==> src/rtl/mult_pkg.sv <==
// Shared types and default widths for the product accumulator.
// Latency: n/a (types and constants only).
// Backpressure: n/a.
package mult_pkg;

    localparam int DEF_N     = 32;
    localparam int DEF_G     = 8;
    localparam int DEF_CNT_W = 8;
    localparam int DEF_AW    = 2 * DEF_N + DEF_G;

    typedef enum logic [1:0] {
        IDLE = 2'd0,
        ACC  = 2'd1,
        DONE = 2'd2
    } state_e;

endpackage

==> src/rtl/accum_sat_add.sv <==
// Combinational AW-bit accumulator adder: acc + zero-extended product, with carry-out.
// Latency: 0 cycles (pure combinational).
// Backpressure: none. PROD_ACCUM_SATURATE_EN clamps the sum to all-ones on carry.
module accum_sat_add #(
    parameter int AW = 72,
    parameter int PW = 64
) (
    input  logic [AW-1:0] acc,
    input  logic [PW-1:0] addend,
    output logic [AW-1:0] sum,
    output logic          carry
);

    logic [AW:0] wide;

    // Sum at AW+1 bits; the top bit is the overflow indication.
    always_comb begin
        wide  = {1'b0, acc} + {{(AW + 1 - PW){1'b0}}, addend};
        carry = wide[AW];
`ifdef PROD_ACCUM_SATURATE_EN
        // Once the carry fires the result pins at all-ones; adding further
        // products to all-ones carries again, so it stays pinned.
        sum   = wide[AW] ? {AW{1'b1}} : wide[AW-1:0];
`else
        sum   = wide[AW-1:0];
`endif
    end

endmodule

==> src/rtl/prod_accum.sv <==
// Sums a burst of len unsigned products into an AW-bit accumulator with sticky overflow.
// Latency: acc updates the cycle after each accept; out_valid the cycle after the last accept.
// Backpressure: in_ready only in ACC; result held in DONE until out_ready (PROD_ACCUM_SATURATE_EN selects clamp).
module prod_accum
    import mult_pkg::*;
#(
    parameter int N     = DEF_N,
    parameter int G     = DEF_G,
    parameter int CNT_W = DEF_CNT_W
) (
    input  logic                 clk,
    input  logic                 reset,
    input  logic                 start,
    input  logic [CNT_W-1:0]     len,
    input  logic                 in_valid,
    output logic                 in_ready,
    input  logic [2*N-1:0]       product,
    output logic                 out_valid,
    input  logic                 out_ready,
    output logic [2*N+G-1:0]     acc_out,
    output logic                 overflow,
    output logic                 busy
);

    localparam int AW = 2 * N + G;
    localparam int PW = 2 * N;
    localparam logic [CNT_W-1:0] CNT_ONE = {{(CNT_W - 1){1'b0}}, 1'b1};

    state_e           state_q, state_d;
    logic [AW-1:0]    acc_q, acc_d;
    logic [CNT_W-1:0] cnt_q, cnt_d;
    logic [CNT_W-1:0] len_q, len_d;
    logic             ovf_q, ovf_d;

    logic [AW-1:0]    add_sum;
    logic             add_carry;

    accum_sat_add #(
        .AW (AW),
        .PW (PW)
    ) u_add (
        .acc    (acc_q),
        .addend (product),
        .sum    (add_sum),
        .carry  (add_carry)
    );

    // Next-state and datapath updates; start only matters in IDLE.
    always_comb begin
        state_d = state_q;
        acc_d   = acc_q;
        cnt_d   = cnt_q;
        len_d   = len_q;
        ovf_d   = ovf_q;
        case (state_q)
            IDLE: begin
                if (start) begin
                    acc_d   = '0;
                    cnt_d   = '0;
                    ovf_d   = 1'b0;
                    len_d   = len;
                    state_d = (len == '0) ? DONE : ACC;
                end
            end
            ACC: begin
                if (in_valid) begin
                    acc_d = add_sum;
                    ovf_d = ovf_q | add_carry;
                    cnt_d = cnt_q + CNT_ONE;
                    if (cnt_q == (len_q - CNT_ONE)) begin
                        state_d = DONE;
                    end
                end
            end
            DONE: begin
                if (out_ready) begin
                    state_d = IDLE;
                end
            end
            default: state_d = IDLE;
        endcase
    end

    // State and datapath registers; reset discards any burst in flight.
    always_ff @(posedge clk or posedge reset) begin
        if (reset) begin
            state_q <= IDLE;
            acc_q   <= '0;
            cnt_q   <= '0;
            len_q   <= '0;
            ovf_q   <= 1'b0;
        end else begin
            state_q <= state_d;
            acc_q   <= acc_d;
            cnt_q   <= cnt_d;
            len_q   <= len_d;
            ovf_q   <= ovf_d;
        end
    end

    // Handshake outputs decode registered state only; no path from in_valid.
    assign in_ready  = (state_q == ACC);
    assign out_valid = (state_q == DONE);
    assign busy      = (state_q != IDLE);
    assign acc_out   = acc_q;
    assign overflow  = ovf_q;

endmodule

==> config.mk <==
export PLATFORM = sky130hd
export DESIGN_NAME = prod_accum
export DESIGN_NICKNAME = d
export VERILOG_FILES = /design/src/rtl/mult_pkg.sv /design/src/rtl/accum_sat_add.sv /design/src/rtl/prod_accum.sv
export SDC_FILE = /design/constraint.sdc
export NUM_CORES = 1
export LEC_CHECK = 0
export ABC_AREA = 1
export CAP_MARGIN = 20
export CORE_AREA = 2 2 161 163
export DETAILED_ROUTE_END_ITERATION = 8
export DIE_AREA = 0 0 163 165
export DONT_BUFFER_PORTS = 1
export GPL_ROUTABILITY_DRIVEN = 0
export PLACE_DENSITY_LB_ADDON = 0.05
export SYNTH_ARGS = -nofsm -noshare
export SYNTH_HDL_FRONTEND = slang
export SYNTH_HIERARCHICAL = 1
export SYNTH_SLANG_ARGS = --single-unit
==> constraint.sdc <==
create_clock -name clk -period 3.2 [get_ports clk]
set_clock_uncertainty 0.1 [all_clocks]
set_input_delay 0.16 -clock clk [delete_from_list [all_inputs] [get_ports clk]]
set_output_delay 0.16 -clock clk [all_outputs]
set_load 0.02 [all_outputs]
Word-level counts from Yosys, hierarchy flattened
Cells that the tools add are included.
{ "classes": {"mux": 15, "eq_ne": 7, "add_sub_neg": 3, "reduce_logical": 7, "n_bitwise": 1} }
{ "ops": {"columns": ["cell", "n"], "rows": [
  ["$mux 72", 2],
  ["$pmux 72 s2", 1],
  ["$add 72x64->73", 1],
  ["$mux 8", 2],
  ["$pmux 8 s2", 1],
  ["$mux 2", 5],
  ["$add 8x1->8 const B", 1],
  ["$eq 8x8->1", 1],
  ["$logic_not 8->1", 1],
  ["$sub 8x1->8 const B", 1],
  ["$pmux 2 s3", 1],
  ["$ne 2x1->1 const B", 2],
  ["$ne 2x2->1 const B", 2],
  ["$reduce_and 4->1", 1],
  ["$reduce_bool 2->1", 2],
  ["$reduce_and 3->1", 1],
  ["$eq 2x1->1 const B", 1],
  ["$eq 2x2->1 const B", 1],
  ["$logic_not 2->1", 1],
  ["$mux 1", 2],
  ["$pmux 1 s2", 1],
  ["$reduce_and 2->1", 1],
  ["$or 1x1->1", 1]
]} }
{ "totals": {"input_bits": 77, "regBits": 91, "elab_cells": 38, "output_inout_bits": 76} }

Depth between registers and ports, before layout
Gate-level depths: netlist of run 1.
{ "logic_depth": {"word_depth": 5, "depth_mapped": 17, "ltp_nobuf": 17} }

By module
Netlist of run 1, hierarchy kept.
{ "by_module_without_submodules": {"columns": ["mod", "area_each_um2", "cells_each", "instances"], "rows": [
  ["accum_sat_add", 5950.7, 1259, 1],
  ["prod_accum", 4005.1, 486, 1]
]} }

Least setup slack after synthesis of run 1
Ideal clock, no wire load.
{ "synth_timing": {"path_type": "register to register", "start": "register acc_q[0] (netlist: acc_out[0])", "end": "register acc_q[70] (netlist: acc_out[70])", "setup_ns": 0.118, "path_slack_ns": 0.865, "n_path_buf": 0, "stages_incl_launch_ff": 17, "required_time_ns": 2.982, "arrival_ns": 2.117, "cell_sequence": "dfrtp_1 ha_1 fa_1 nand3_1 nand3_1 nand2_1 nand2_1 nand2_1 nand3_2 nand2_1 nand2_2 nand2_2 nand2_1 nand2_1 nand2_1 nand3_1 nand2_1"} }
{ "synth_via": {"elab_chain_len": 3} }
{ "synth_lines": {"columns": ["element", "line_no", "text"], "rows": [
  ["start: declaration", "prod_accum.sv:30", "logic [AW-1:0] acc_q, acc_d;"],
  ["start signal: assignment", "prod_accum.sv:88", "acc_q <= '0;"],
  ["start signal: assignment", "prod_accum.sv:94", "acc_q <= acc_d;"],
  ["$add 72x64->73", "accum_sat_add.sv:18", "wide = {1'b0, acc} + {{(AW + 1 - PW){1'b0}}, addend};"],
  ["named net add_sum[70]", "prod_accum.sv:35", "logic [AW-1:0] add_sum;"],
  ["$mux 72", "prod_accum.sv:66", "if (in_valid) begin"],
  ["$pmux 72 s2", "prod_accum.sv:55", "case (state_q)"]
]} }
The timed path passes the listed nets, and every way through them passes these cells. The select of a mux whose other input is x is not followed.
A chain may end at the register's enable or synchronous reset.

Worst setup path in the final report of run 1
Ends and elaborated chain as after synthesis.

==> out/results.tsv, run 1 <==
metric	value	unit
commonest non-fill, non-tap cells in the layout	sky130_fd_sc_hd__nand2_1, sky130_fd_sc_hd__inv_1, sky130_fd_sc_hd__nor2_1, sky130_fd_sc_hd__nand3_1, sky130_fd_sc_hd__dfrtp_1	
time the final worst path needs with I/O delays and setup	2.80	ns
clock-pin slew on the worst setup and hold paths	0.08	ns
standard cell with the maximum stage delay on the critical path	sky130_fd_sc_hd__dfrtp_1	
portion of the post-synthesis area used by sequential elements	22.9	%
total negative slack	0	ns
clock latency reported for the late side of the worst-skew pair	0.37	ns
count of different cell masters after synthesis	34	
FF+latch count, synth	91	
type of the worst min-delay path	in -> reg	
TritonCTS buffer count	9	
H-tree depth	3	
count of endpoints failing hold in the final timing report	0	
number of rows created at floorplan	58	
DRC viols	0	
setup repair after global routing missed its margin	false	
final count of negative-setup-slack endpoints	0	
number of vias after detailed routing	10500	
final worst-path cycle share	87.6	%
total routed wirelength	35.9	mm
antenna violation net count after detailed routing	0	
Die Span Y	165	um
dominant synthesized flop cell	sky130_fd_sc_hd__dfrtp_1	
Worst Tran Pin Value	1.03	ns
Syn Area/Cell	5.71	um^2
WP buf/inv	0	
Highest Clock Rate	357	MHz
total number of clock tree sinks	91	
critical path cell sequence	ha_1, fa_1, nand3_1, nand3_1, nand2_1, nand2_1, nand2_1, nand3_2, nand2_1, nand2_2, nand2_2, nand3_1, nand2_1, nand3_1, nand2_1	
Synthesis Warnings	6	
area of the die	0.0269	mm^2
die span in x	163	um
count of mapped cells out of synthesis	1745	
core area	0.0250	mm^2
number of port buffers	0	
post-placement worst setup slack	0.400	ns
TritonCTS clock tree	built	
wire per inst	17.1	um
growth of design area from synthesis to finish	9.01	%
cts repair resizes	0	
overflow left after global routing	0	
first-pass GRT wire length	55.3	mm
crit path launch type	register	
most common cell after layout, fill and taps aside	sky130_fd_sc_hd__nand2_1	
overall track demand over capacity in global routing	26.9	%
drt first-iter violations	553	
Starting Density	39.8	%
Max VDD drop	399	uV
total I/O pin count	153	
layout cell share with drive strength beyond 1	5.67	%
cell mode on critical path	sky130_fd_sc_hd__nand2_1	
maximum number of buffers from clock root to sink	2	
WS Path Type	reg -> reg	
antenna violations before repair	0	
run status	finished clean	
arrival time of the worst setup path	3.00	ns
FFs w/ async S/R, synth	100	%
net count after synthesis	1889	
final worst-path setup slack	0.398	ns
reported leakage power	0.00622	uW
detailed-routing iteration count for the pre-antenna-repair pass	5	
clock root buffer	sky130_fd_sc_hd__clkbuf_16	
CP required	3.39	ns
Final Max Tran Viols	0	
post-synth design cell area	0.00996	mm^2
# nets final	1903	
tightest slew margin relative to the limit	31.4	%
critical-path maximum fanout	4	
CP top delay family	simple AND/OR/NAND/NOR gates	
antenna diode instance count	0	
type of element capturing the critical path	register	
mean number of vias per cell	5.03	
largest stage delay on the critical path	0.47	ns
via count of the first global-routing pass	10100	
power density cells	906	mW/mm^2
number of flops mapped to enable cells by yosys	0	
pin count of the biggest net entering global routing	76	
detailed placer's ending HPWL	28.9	mm
count of maximum capacitance violations	0	
per-stage QoR:
stage / hold WS, ns / instance area (um^2) / instances / utilization [%] / total power [uW]
after floorplan: 0.170 / 9960 / 1745 / - / 6750
after global placement: 0.0760 / 10400 / 2065 / 41.4 / 8500
after detailed placement: 0.0724 / 10400 / 2065 / 41.4 / 8490
after CTS: 0.00139 / 10900 / 2094 / 43.3 / 9870
after global routing: 0.0551 / 10900 / 2094 / 43.3 / 10700
final: 0.0169 / 10900 / 2094 / 43.3 / 9840
cells by family after synthesis:
group                    share of synthesized area [%]
adder cells (fa/ha/maj)                           8.50
AO/OA/AOI/OAI                                     7.23
AND/OR/NAND/NOR                                   44.8
XOR/XNOR                                          3.78
flip-flops                                        22.9
buffers and inverters                             12.8
worst paths after layout:
check | start | to | slack, ns | cells after the start
worst max register to register | acc_out[0] | acc_out[70] | 0.40 | 15
min in group asynchronous | reset | cnt_q[6] | 0.25 | 2
worst min-delay path | len[7] | state_q[1] | 0.02 | 5
worst max-delay path | acc_out[0] | acc_out[70] | 0.40 | 15
max in group asynchronous | reset | acc_out[27] | 1.88 | 3
worst min register to register | len_q[7] | len_q[7] | 0.41 | 2
cell usage after synthesis, types with 2 or more instances:
master                     instances  share of area (%)
sky130_fd_sc_hd__xnor2_1           5               0.44
sky130_fd_sc_hd__nor2_1          150                5.7
sky130_fd_sc_hd__inv_1           303                 11
sky130_fd_sc_hd__nor4_1            4               0.25
sky130_fd_sc_hd__dfrtp_1          91                 23
sky130_fd_sc_hd__nand3_2          11                1.1
sky130_fd_sc_hd__inv_2             3               0.11
sky130_fd_sc_hd__buf_2             5               0.25
sky130_fd_sc_hd__nand2_1         699                 26
sky130_fd_sc_hd__clkbuf_1         15               0.57
sky130_fd_sc_hd__a21oi_1          84                4.2
sky130_fd_sc_hd__nand4_1           3               0.19
sky130_fd_sc_hd__nor2_4            3               0.34
sky130_fd_sc_hd__o21ai_0          45                2.3
sky130_fd_sc_hd__nor3_1           23                1.2
sky130_fd_sc_hd__ha_1             66                8.3
sky130_fd_sc_hd__nor2_2           12               0.75
sky130_fd_sc_hd__buf_4             5               0.38
sky130_fd_sc_hd__a31oi_1           3               0.19
sky130_fd_sc_hd__nand2_2          34                2.1
sky130_fd_sc_hd__nand3_1         127                6.4
sky130_fd_sc_hd__clkinv_1          2              0.075
sky130_fd_sc_hd__o21a_1            3               0.23
sky130_fd_sc_hd__xor2_1           38                3.3
sky130_fd_sc_hd__o21bai_1          2               0.15
sequential cells by signal, indices dropped and copies added, names as in the netlist:
register  flops
state_q       2
overflow      1
acc_out      72
len_q         8
cnt_q         8
layout make-up:
type                    instances  area [um^2]
flip-flops and latches         91         2280
fillers                      2815        14200
multi-input cells            1321         6400
clock inverters                 6          100
clock buffers                  10          239
repair buffers                 28          260
inverters                     308         1160
well taps                     330          413
per-layer routing:
metal	vias to the layer above	wire (um)	track usage [%]
met5	-	0	0
met4	0	1130	9.29
met3	55	1580	4.04
met2	254	17500	48.6
met1	4843	15700	32.4
li1	5378	-	-
timing repair:
item                      in CTS  in global routing
setup buffers                  0                  0
hold endpoints to repair     126                  0
hold buffers                  13                  0
worst reg2reg max path, cell delays in order, from the launching register on:
cell,delay [ns]
sky130_fd_sc_hd__dfrtp_1,0.47
sky130_fd_sc_hd__ha_1,0.31
sky130_fd_sc_hd__fa_1,0.46
sky130_fd_sc_hd__nand3_1,0.11
sky130_fd_sc_hd__nand3_1,0.16
sky130_fd_sc_hd__nand2_1,0.10
sky130_fd_sc_hd__nand2_1,0.11
sky130_fd_sc_hd__nand2_1,0.10
sky130_fd_sc_hd__nand3_2,0.15
sky130_fd_sc_hd__nand2_1,0.11
sky130_fd_sc_hd__nand2_2,0.11
sky130_fd_sc_hd__nand2_2,0.09
sky130_fd_sc_hd__nand3_1,0.07
sky130_fd_sc_hd__nand2_1,0.09
sky130_fd_sc_hd__nand3_1,0.07
sky130_fd_sc_hd__nand2_1,0.12
power breakdown:
group | internal, uW | switching [uW]
Sequential | 1580 | 867
Combinational | 1920 | 4170
Clock | 726 | 580
Total | 4220 | 5610
Power figures use the tool's default switching activity.
==> inputs of run 2 (changes only) <==
CORE_AREA = 2 2 172 174   (was 2 2 161 163)
CTS_BUF_LIST = sky130_fd_sc_hd__clkbuf_16   (was unset)
DIE_AREA = 0 0 174 176   (was 0 0 163 165)
==> run 2 against run 1 <==
Compared with the run above:
- combinational power is 1% higher
- core utilization is 5.3 points lower
- hold slack worse by 0.0046 ns
- via count is 1.4% lower
- critical endpoint is now acc_out[54]
- critical path type unchanged
- power is 1.0% lower
- final cell count is 2.5% higher
- largest power group unchanged
- highest routed layer unchanged
==> out/results.tsv, run 2 (synthesis gave the netlist of run 1 again) <==
metric	value	unit
run status	finished clean	
time the final worst path needs with I/O delays and setup	2.88	ns
layout cell share with drive strength beyond 1	5.56	%
total number of clock tree sinks	91	
antenna diode instance count	0	
tightest slew margin relative to the limit	32.4	%
# nets final	1902	
antenna violations before repair	0	
total negative slack	0	ns
detailed placer's ending HPWL	30.6	mm
via count of the first global-routing pass	10300	
critical path cell sequence	ha_1, fa_1, nand3_1, nand3_1, nand2_1, nand2_1, nand2_1, nand3_2, nand2_1, nand2_2, nand2_2, nand3_1, nand2_1, nand3_1, nand2_1	
flip-flop count of the largest register after layout	72	
type of the worst min-delay path	in -> reg	
CP top delay family	simple AND/OR/NAND/NOR gates	
number of port buffers	0	
standard cell with the maximum stage delay on the critical path	sky130_fd_sc_hd__dfrtp_1	
fill count	3323	
most common cell after layout, fill and taps aside	sky130_fd_sc_hd__nand2_1	
crit path launch type	register	
setup repair after global routing missed its margin	false	
arrival time of the worst setup path	3.09	ns
WS Path Type	reg -> reg	
number of vias after detailed routing	10400	
Final Instance Area	0.0109	mm^2
die span in x	174	um
worst reg2reg path depth	15	
mean number of vias per cell	4.84	
Max VDD drop	367	uV
total I/O pin count	153	
growth of design area from synthesis to finish	9.24	%
area of the die	0.0306	mm^2
cts repair resizes	0	
TritonCTS clock tree	built	
overall track demand over capacity in global routing	24.9	%
cell mode on critical path	sky130_fd_sc_hd__nand2_1	
clock root buffer	sky130_fd_sc_hd__clkbuf_16	
final count of negative-setup-slack endpoints	0	
wire per inst	17.6	um
critical-path maximum fanout	4	
power density cells	895	mW/mm^2
Starting Density	34.9	%
type of element capturing the critical path	register	
DRC viols	0	
count of cell instances traversed by the critical path	15	
area after detailed placement	0.0105	mm^2
H-tree depth	3	
Final Max Tran Viols	0	
count of endpoints failing hold in the final timing report	0	
largest stage delay on the critical path	0.47	ns
final worst-path cycle share	90.0	%
count of maximum capacitance violations	0	
Min Hold Slack	0.0123	ns
worst hold path depth	4	
Worst Tran Pin Value	1.01	ns
WP buf/inv	0	
drt first-iter violations	561	
overflow left after global routing	0	
CP required	3.41	ns
clock-pin slew on the worst setup and hold paths	0.08	ns
antenna violation net count after detailed routing	0	
first-pass GRT wire length	58.5	mm
pin count of the biggest net entering global routing	76	
total routed wirelength	37.8	mm
clock latency reported for the late side of the worst-skew pair	0.38	ns
commonest non-fill, non-tap cells in the layout	sky130_fd_sc_hd__nand2_1, sky130_fd_sc_hd__inv_1, sky130_fd_sc_hd__nor2_1, sky130_fd_sc_hd__nand3_1, sky130_fd_sc_hd__dfrtp_1	
Highest Clock Rate	347	MHz
detailed-routing iteration count for the pre-antenna-repair pass	5	
core area	0.0285	mm^2
post-route core utilization	38.1	%
Die Span Y	176	um
reported leakage power	0.00620	uW
maximum number of buffers from clock root to sink	2	
TritonCTS buffer count	9	
post-route total power	9740	uW
number of rows created at floorplan	62	
==> run 2: worst register-to-register path, stage by stage (launching register included) <==
cell and delay [ns]:
sky130_fd_sc_hd__dfrtp_1 0.47, sky130_fd_sc_hd__ha_1 0.31, sky130_fd_sc_hd__fa_1 0.46, sky130_fd_sc_hd__nand3_1 0.11, sky130_fd_sc_hd__nand3_1 0.16, sky130_fd_sc_hd__nand2_1 0.10, sky130_fd_sc_hd__nand2_1 0.12, sky130_fd_sc_hd__nand2_1 0.11
sky130_fd_sc_hd__nand3_2 0.16, sky130_fd_sc_hd__nand2_1 0.12, sky130_fd_sc_hd__nand2_2 0.12, sky130_fd_sc_hd__nand2_2 0.09, sky130_fd_sc_hd__nand3_1 0.07, sky130_fd_sc_hd__nand2_1 0.08, sky130_fd_sc_hd__nand3_1 0.11, sky130_fd_sc_hd__nand2_1 0.14
==> run 2: layer usage <==
layer | global-route usage, % | part of all wire [%] | vias to the layer above
met5 | 0 | 0 | -
met4 | 8.82 | 3.1 | 0
met3 | 4.13 | 4.8 | 59
met2 | 43.9 | 48 | 255
met1 | 30.6 | 44 | 4710
li1 | - | - | 5361
==> run 2: worst paths after layout <==
path                       slack (ns)  startpoint          end
setup reg to reg                 0.32  acc_out[0]  acc_out[54]
hold / removal                   0.01       start   state_q[1]
min in group asynchronous        0.24       reset     cnt_q[6]
max in group asynchronous        2.02       reset  acc_out[61]
setup / recovery                 0.32  acc_out[0]  acc_out[54]
hold reg to reg                  0.41    len_q[7]     len_q[7]
==> run 2: timing repair <==
item | in CTS | in global routing
endpoints found under the hold margin | 124 | 0
hold buffers | 13 | 0
setup buffers | 0 | 0
==> run 2: cell type report <==
cell class                      instances  area (um^2)  share of cell area [%]
Tap cell                              384          480                    4.42
Clock inverter                          6         52.6                   0.483
Inverter                              308         1160                    10.7
Timing Repair Buffer                   27          278                    2.55
Clock buffer                            9          225                    2.07
Sequential cell                        91         2280                    20.9
Multi-Input combinational cell       1321         6400                    58.9
==> run 2: through the flow <==
step                instances  setup WS [ns]
global route             2146         0.0816
detailed placement       2118          0.278
finish                   2146          0.319
global placement         2118          0.255
floorplan                1745          0.576
CTS                      2146          0.247
==> run 2: power breakdown <==
group          leakage (uW)  total [uW]  internal (uW)  switching, uW
Sequential          0.00120        2440           1580            867
Clock              0.000139        1110            536            571
Combinational       0.00486        6180           1930           4250
